**src/rtl/fetch_pkg.sv**
```systemverilog
// rtl/fetch_pkg.sv - shared constants and entry type for the instruction-fetch stage
package fetch_pkg;

   localparam int FETCH_XLEN = 32;

   localparam logic [FETCH_XLEN-1:0] NOP_INSTR = 32'h0000_0013;
   localparam logic [FETCH_XLEN-1:0] PC_STEP   = 32'd4;

   // One fetch-buffer slot: the PC is known at request time, the word arrives later.
   typedef struct packed {
      logic [FETCH_XLEN-1:0] pc;
      logic [FETCH_XLEN-1:0] instr;
      logic                  filled;
   } fetch_entry_t;

endpackage

```
**src/rtl/fetch_buffer.sv**
```systemverilog
// rtl/fetch_buffer.sv - circular store of {pc, instr, filled} with alloc/fill/pop pointers
module fetch_buffer
   import fetch_pkg::*;
#(
   parameter int DEPTH = 2
) (
   input  logic                          clk_i,
   input  logic                          rst_ni,
   input  logic                          flush_i,
   input  logic                          alloc_i,
   input  logic [FETCH_XLEN-1:0]         alloc_pc_i,
   input  logic                          fill_i,
   input  logic [FETCH_XLEN-1:0]         fill_instr_i,
   input  logic                          pop_i,
   output fetch_entry_t                  head_o,
   output logic [$clog2(DEPTH):0]        count_o,
   output logic [$clog2(DEPTH):0]        unfilled_o
);

   localparam int AW = $clog2(DEPTH);
   localparam int PW = AW + 1;

   // Pointers carry one extra wrap bit so full and empty are distinguishable.
   fetch_entry_t   entry_q [DEPTH];
   logic [PW-1:0]  alloc_ptr_q;
   logic [PW-1:0]  fill_ptr_q;
   logic [PW-1:0]  head_ptr_q;

   // head <= fill <= alloc always holds, so both differences are plain occupancies.
   assign count_o    = alloc_ptr_q - head_ptr_q;
   assign unfilled_o = alloc_ptr_q - fill_ptr_q;

   // Head view; a stale filled bit in an empty buffer must not leak out.
   always_comb begin
      head_o        = entry_q[head_ptr_q[AW-1:0]];
      head_o.filled = entry_q[head_ptr_q[AW-1:0]].filled && (count_o != '0);
   end

   // Alloc, fill and pop touch distinct slots whenever they are legal together.
   always_ff @(posedge clk_i) begin
      if (!rst_ni) begin
         alloc_ptr_q <= '0;
         fill_ptr_q  <= '0;
         head_ptr_q  <= '0;
         for (int i = 0; i < DEPTH; i++) begin
            entry_q[i] <= '0;
         end
      end else if (flush_i) begin
         alloc_ptr_q <= '0;
         fill_ptr_q  <= '0;
         head_ptr_q  <= '0;
      end else begin
         if (alloc_i) begin
            entry_q[alloc_ptr_q[AW-1:0]].pc     <= alloc_pc_i;
            entry_q[alloc_ptr_q[AW-1:0]].filled <= 1'b0;
            alloc_ptr_q                          <= alloc_ptr_q + PW'(1);
         end
         if (fill_i) begin
            entry_q[fill_ptr_q[AW-1:0]].instr  <= fill_instr_i;
            entry_q[fill_ptr_q[AW-1:0]].filled <= 1'b1;
            fill_ptr_q                          <= fill_ptr_q + PW'(1);
         end
         if (pop_i) begin
            head_ptr_q <= head_ptr_q + PW'(1);
         end
      end
   end

endmodule

```
**src/rtl/fetch_stage_buf.sv**
```systemverilog
// rtl/fetch_stage_buf.sv - PC generation, imem request/response handling and redirect discard
module fetch_stage_buf
   import fetch_pkg::*;
#(
   parameter int              XLEN       = 32,
   parameter logic [XLEN-1:0] RESET_PC   = 32'h0000_0000,
   parameter int              FIFO_DEPTH = 2
) (
   input  logic            clk,
   input  logic            rst,
   input  logic            br_taken,
   input  logic [XLEN-1:0] alu_output,
   output logic            imem_req_valid,
   input  logic            imem_req_ready,
   output logic [XLEN-1:0] imem_req_addr,
   input  logic            imem_rsp_valid,
   input  logic [XLEN-1:0] imem_rsp_data,
   output logic            ValidF2D,
   input  logic            ReadyD2F,
   output logic [XLEN-1:0] InstrF2D,
   output logic [XLEN-1:0] PCF2D
);

   localparam int CW = $clog2(FIFO_DEPTH) + 1;

   // Entries are FETCH_XLEN wide, so XLEN is expected to equal FETCH_XLEN.
   logic [XLEN-1:0] pc_q, pc_d;
   logic [CW-1:0]   discard_q, discard_d;
   logic [CW-1:0]   count;
   logic [CW-1:0]   unfilled;
   logic [CW:0]     inflight;
   logic            req_fire;
   logic            rsp_fire;
   logic            rsp_fill;
   logic            pop;
   fetch_entry_t    head;

   // Buffered entries plus responses still owed to a flushed path share one cap.
   assign inflight       = {1'b0, count} + {1'b0, discard_q};
   assign imem_req_valid = rst && !br_taken && (inflight < (CW+1)'(FIFO_DEPTH));
   assign imem_req_addr  = pc_q;
   assign req_fire       = imem_req_valid && imem_req_ready;

   assign rsp_fire = rst && imem_rsp_valid;
   assign rsp_fill = rsp_fire && !br_taken && (discard_q == '0);

   assign ValidF2D = rst && head.filled && !br_taken;
   assign pop      = ValidF2D && ReadyD2F;
   assign InstrF2D = ValidF2D ? head.instr : XLEN'(NOP_INSTR);
   assign PCF2D    = ValidF2D ? head.pc : '0;

   // Redirect wins; otherwise step the PC on accept and retire one pending discard per response.
   always_comb begin
      pc_d      = pc_q;
      discard_d = discard_q;
      if (br_taken) begin
         pc_d      = {alu_output[XLEN-1:2], 2'b00};
         discard_d = discard_q + unfilled - CW'(rsp_fire);
      end else begin
         if (req_fire) begin
            pc_d = pc_q + XLEN'(PC_STEP);
         end
         if (rsp_fire && (discard_q != '0)) begin
            discard_d = discard_q - CW'(1);
         end
      end
   end

   // PC and discard counter registers.
   always_ff @(posedge clk) begin
      if (!rst) begin
         pc_q      <= RESET_PC;
         discard_q <= '0;
      end else begin
         pc_q      <= pc_d;
         discard_q <= discard_d;
      end
   end

   fetch_buffer #(
      .DEPTH (FIFO_DEPTH)
   ) u_buf (
      .clk_i        (clk),
      .rst_ni       (rst),
      .flush_i      (br_taken),
      .alloc_i      (req_fire),
      .alloc_pc_i   (pc_q),
      .fill_i       (rsp_fill),
      .fill_instr_i (imem_rsp_data),
      .pop_i        (pop),
      .head_o       (head),
      .count_o      (count),
      .unfilled_o   (unfilled)
   );

   rsp_without_request: assert property (@(posedge clk) disable iff (!rst)
      imem_rsp_valid |-> (({1'b0, discard_q} + {1'b0, unfilled}) != '0));

endmodule
```
**config.mk**
```make
export PLATFORM = sky130hd
export DESIGN_NAME = fetch_stage_buf
export DESIGN_NICKNAME = d
export VERILOG_FILES = /design/src/rtl/fetch_pkg.sv /design/src/rtl/fetch_buffer.sv /design/src/rtl/fetch_stage_buf.sv
export SDC_FILE = /design/constraint.sdc
export NUM_CORES = 1
export LEC_CHECK = 0
export CORE_ASPECT_RATIO = 1.5
export CORE_MARGIN = 2
export CORE_UTILIZATION = 47
export DETAILED_ROUTE_END_ITERATION = 12
export GPL_ROUTABILITY_DRIVEN = 0
export PLACE_DENSITY = 0.85
export SLEW_MARGIN = 40
export SYNTH_ARGS = -nofsm -noshare
export SYNTH_HDL_FRONTEND = slang
export SYNTH_SLANG_ARGS = --single-unit
```
**constraint.sdc**
```tcl
create_clock -name clk -period 4.5 [get_ports clk]
set_input_delay 0.9 -clock clk [delete_from_list [all_inputs] [get_ports clk]]
set_output_delay 0.9 -clock clk [all_outputs]
set_load 0.02 [all_outputs]
```
==> load_flow_metrics.sql <==
INSERT INTO impl_metrics (metric_group, metric, value, unit) VALUES
('cts', 'cts_post_setup_buffers_inserted', '0', ''),
('placement', 'detailedPlace.worstSlack', '658', 'ps'),
('global_route', 'global_route.usage.total', '21.5', '%'),
('logic_synthesis', 'synth_top_area_share', '46.2', '%'),
('routing', 'ant_nets', '0', ''),
('finish', 'most_common_library_cell_in_the_layout_ignoring_fill_and_taps', 'sky130_fd_sc_hd__clkdlybuf4s50_1', ''),
('finish', 'ff_latch_area', '4550', 'um2'),
('power', 'irDropWorstVdd', '0.000329', 'V'),
('routing', 'routed-via-count', '6166', ''),
('finish', 'flow.area_growth_from_synthesis', '31.7', '%'),
('sta', 'slew_headroom', '49.8', '%'),
('sta', 'final.period_utilization', '87.0', '%'),
('cts', 'cts_repair_resize_count', '0', ''),
('routing', 'drt-initial-drc-count', '347', ''),
('power', 'pwr-share-seq', '48.0', '%'),
('logic_synthesis', 'async_flop_share', '0', '%'),
('sta', 'fmax', '255', 'MHz'),
('floorplan', 'floorplan.initialDensity', '48.0', '%'),
('cts', 'clock_latency_late_sink', '420', 'ps'),
('sta', 'timing_worst_slew_pin_value', '745', 'ps'),
('routing', 'wirelength', '19.7', 'mm'),
('cts', 'cts_tree', 'built', ''),
('power', 'combPwrFrac', '11.4', '%'),
('cts', 'cts_root_buffer', 'sky130_fd_sc_hd__clkbuf_16', ''),
('power', 'leakage_dissipation', '3.79', 'nW'),
('critical_path', 'startpoint_type', 'flip-flop', ''),
('routing', 'detail_route.vias_per_cell', '5.61', ''),
('critical_path', 'cp_cell_sequence', 'inv_1 -> ha_1 -> nand2b_1 -> fa_1 -> and3_1 -> clkdlybuf4s50_1', ''),
('logic_synthesis', 'synth_cell_type_count', '51', ''),
('floorplan', 'core_area', '16800', 'um2'),
('finish', 'finalCoreUtilization', '63.3', '%'),
('cts', 'cts-buffers-inserted', '17', ''),
('sta', 'setup_ws', '586', 'ps'),
('logic_synthesis', 'synth_top_area_cell', 'sky130_fd_sc_hd__edfxtp_1', ''),
('sta', 'finalHoldViolations', '0', ''),
('critical_path', 'critical_path.top_delay_family', 'adder cells', ''),
('sta', 'drv_slew', '0', ''),
('cts', 'cts_hold_repair.buffers', '0', ''),
('cts', 'cts_htree_levels', '4', ''),
('cts', 'cts_buffer_depth', '2', ''),
('finish', 'multi_input_comb_area', '3290', 'um2'),
('min_path', 'min-delay-path-class', 'flip-flop to flip-flop', ''),
('critical_path', 'cp_data_arrival_time', '3010', 'ps'),
('floorplan', 'horiz_die_dim', '111', 'um'),
('logic_synthesis', 'seq_area_frac_synth', '56.4', '%'),
('critical_path', 'worst-endpoint-required', '3600', 'ps'),
('critical_path', 'critPathMaxFanout', '11', ''),
('floorplan', 'die_area', '18200', 'um2'),
('critical_path', 'critPathMaxStageDelay', '610', 'ps'),
('cts', 'clk_pin_slew', '60', 'ps'),
('finish', 'drive_above_1_share', '7.65', '%'),
('logic_synthesis', 'postSynthRegisterBits', '165', ''),
('sta', 'setup-violations-final', '0', ''),
('critical_path', 'worst_path_max_delay_cell', 'sky130_fd_sc_hd__clkdlybuf4s50_1', ''),
('global_route', 'initial_antenna_violation_count', '0', ''),
('outcome', 'outcome', 'finished, final reports clean', ''),
('cts', 'clock-sinks', '165', ''),
('placement', 'post-dp-hpwl', '13.5', 'mm'),
('logic_synthesis', 'postSynthCellCount', '723', ''),
('logic_synthesis', 'synth_flop_cell', 'sky130_fd_sc_hd__edfxtp_1', ''),
('finish', 'antenna_cells_inserted', '0', ''),
('routing', 'drc', '0', ''),
('global_route', 'grt_first_pass_wirelength', '31.1', 'mm'),
('critical_path', 'timing.critical_path.to_type', 'output pin', ''),
('global_route', 'vias_in_the_first_global_route', '6277', ''),
('placement', 'quantity_of_i_o_buffers_inserted_on_ports', '161', ''),
('logic_synthesis', 'syn_area', '8050', 'um2'),
('power', 'power_density', '352', 'nW/um2'),
('sta', 'final.hold.worst_slack', '465', 'ps'),
('logic_synthesis', 'syn-mean-instance-area', '11.1', 'um2'),
('sta', 'timing.clock.skew', '16.1', 'ps');
routing by layer:
layer,global-route usage [%],up-vias,share of wire [%]
li1,-,2929,-
met1,25.0,2943,39
met2,39.6,245,53
met3,2.99,49,5.2
met4,9.72,0,3.5
met5,0,-,0
power by group through the flow:
| stage | clock network (W) | registers, W | logic (W) |
|---|---|---|---|
| after detailed placement | 0 | 0.00182 | 0.000419 |
| after CTS | 0.00153 | 0.00179 | 0.000427 |
| final | 0.00151 | 0.00179 | 0.000426 |
| after floorplan | 0 | 0.00182 | 0.000218 |
| after global routing | 0.00159 | 0.00180 | 0.000457 |
| after global placement | 0 | 0.00182 | 0.000400 |
cell type report:
| type | instances | share of cell area, % |
|---|---|---|
| clock buffer | 21 | 4.75 |
| clock inverter | 11 | 1.14 |
| inverter | 15 | 0.531 |
| multi-input combinational | 495 | 31.0 |
| sequential | 165 | 42.9 |
| tap | 210 | 2.48 |
| timing repair buffer | 182 | 17.2 |
worst paths after layout:
kind                            slack [ps]  depth (start not counted)                 start                    to
worst min register to register         470                          2   u_buf.entry_q[0][0]   u_buf.entry_q[0][0]
worst max-delay path                   590                          6  u_buf.alloc_ptr_q[0]        imem_req_valid
worst max register to register         890                         10  u_buf.alloc_ptr_q[0]  u_buf.entry_q[1][61]
worst min-delay path                   470                          2   u_buf.entry_q[0][0]   u_buf.entry_q[0][0]
logic make-up after synthesis:
kind of cell    count (synthesis)  synth area share (%)
other cells                     1                0.0466
buf+inv                        66                  3.36
xor+xnor                       17                  2.02
flops                         165                  56.4
compound gates                 72                  6.03
simple gates                  328                  22.4
fa+ha+maj                       7                  1.37
mux                            67                  8.33
synth_stat cells, drive strengths merged, types with 4 or more instances:
cell    count
nor2       77
and4        6
o211a       5
nor4        9
a21oi       6
a32oi       6
mux2i      67
ha          4
xor2        5
xnor2      11
nor3       17
o21ai      26
dfxtp      41
nand4      15
o31ai       4
edfxtp    124
nand2b      7
and3       33
clkbuf     43
inv        15
and2       93
nand2      27
or4         7
nand4b      4
nand3      21
buf         8
a31oi       8
state kept, by name, summed over array words and instances, names as in the netlist, named ones only:
name and count:
u_buf.alloc_ptr_q 2, discard_q 2, u_buf.entry_q 126, u_buf.fill_ptr_q 2
u_buf.head_ptr_q 2, imem_req_addr 30
stage by stage:
step           std cells  area, um2  power (W)
2_1_floorplan        726       8070    0.00204
3_3_place_gp        1065       9920    0.00222
4_1_cts             1099      10600    0.00375
5_1_grt             1099      10600    0.00385
6_report            1099      10600    0.00373
3_5_place_dp        1067       9980    0.00224
worst reg2reg max path, stage by stage, from the launching register on:
cell and delay [ps]:
sky130_fd_sc_hd__dfxtp_1 580, sky130_fd_sc_hd__inv_1 140, sky130_fd_sc_hd__ha_1 310, sky130_fd_sc_hd__nand2b_1 170, sky130_fd_sc_hd__fa_1 570, sky130_fd_sc_hd__nand3_1 100
sky130_fd_sc_hd__buf_4 210, sky130_fd_sc_hd__nor2_1 150, sky130_fd_sc_hd__nand2_1 230, sky130_fd_sc_hd__nand2_1 620, sky130_fd_sc_hd__buf_12 240
(Power assumes the default switching activity.)
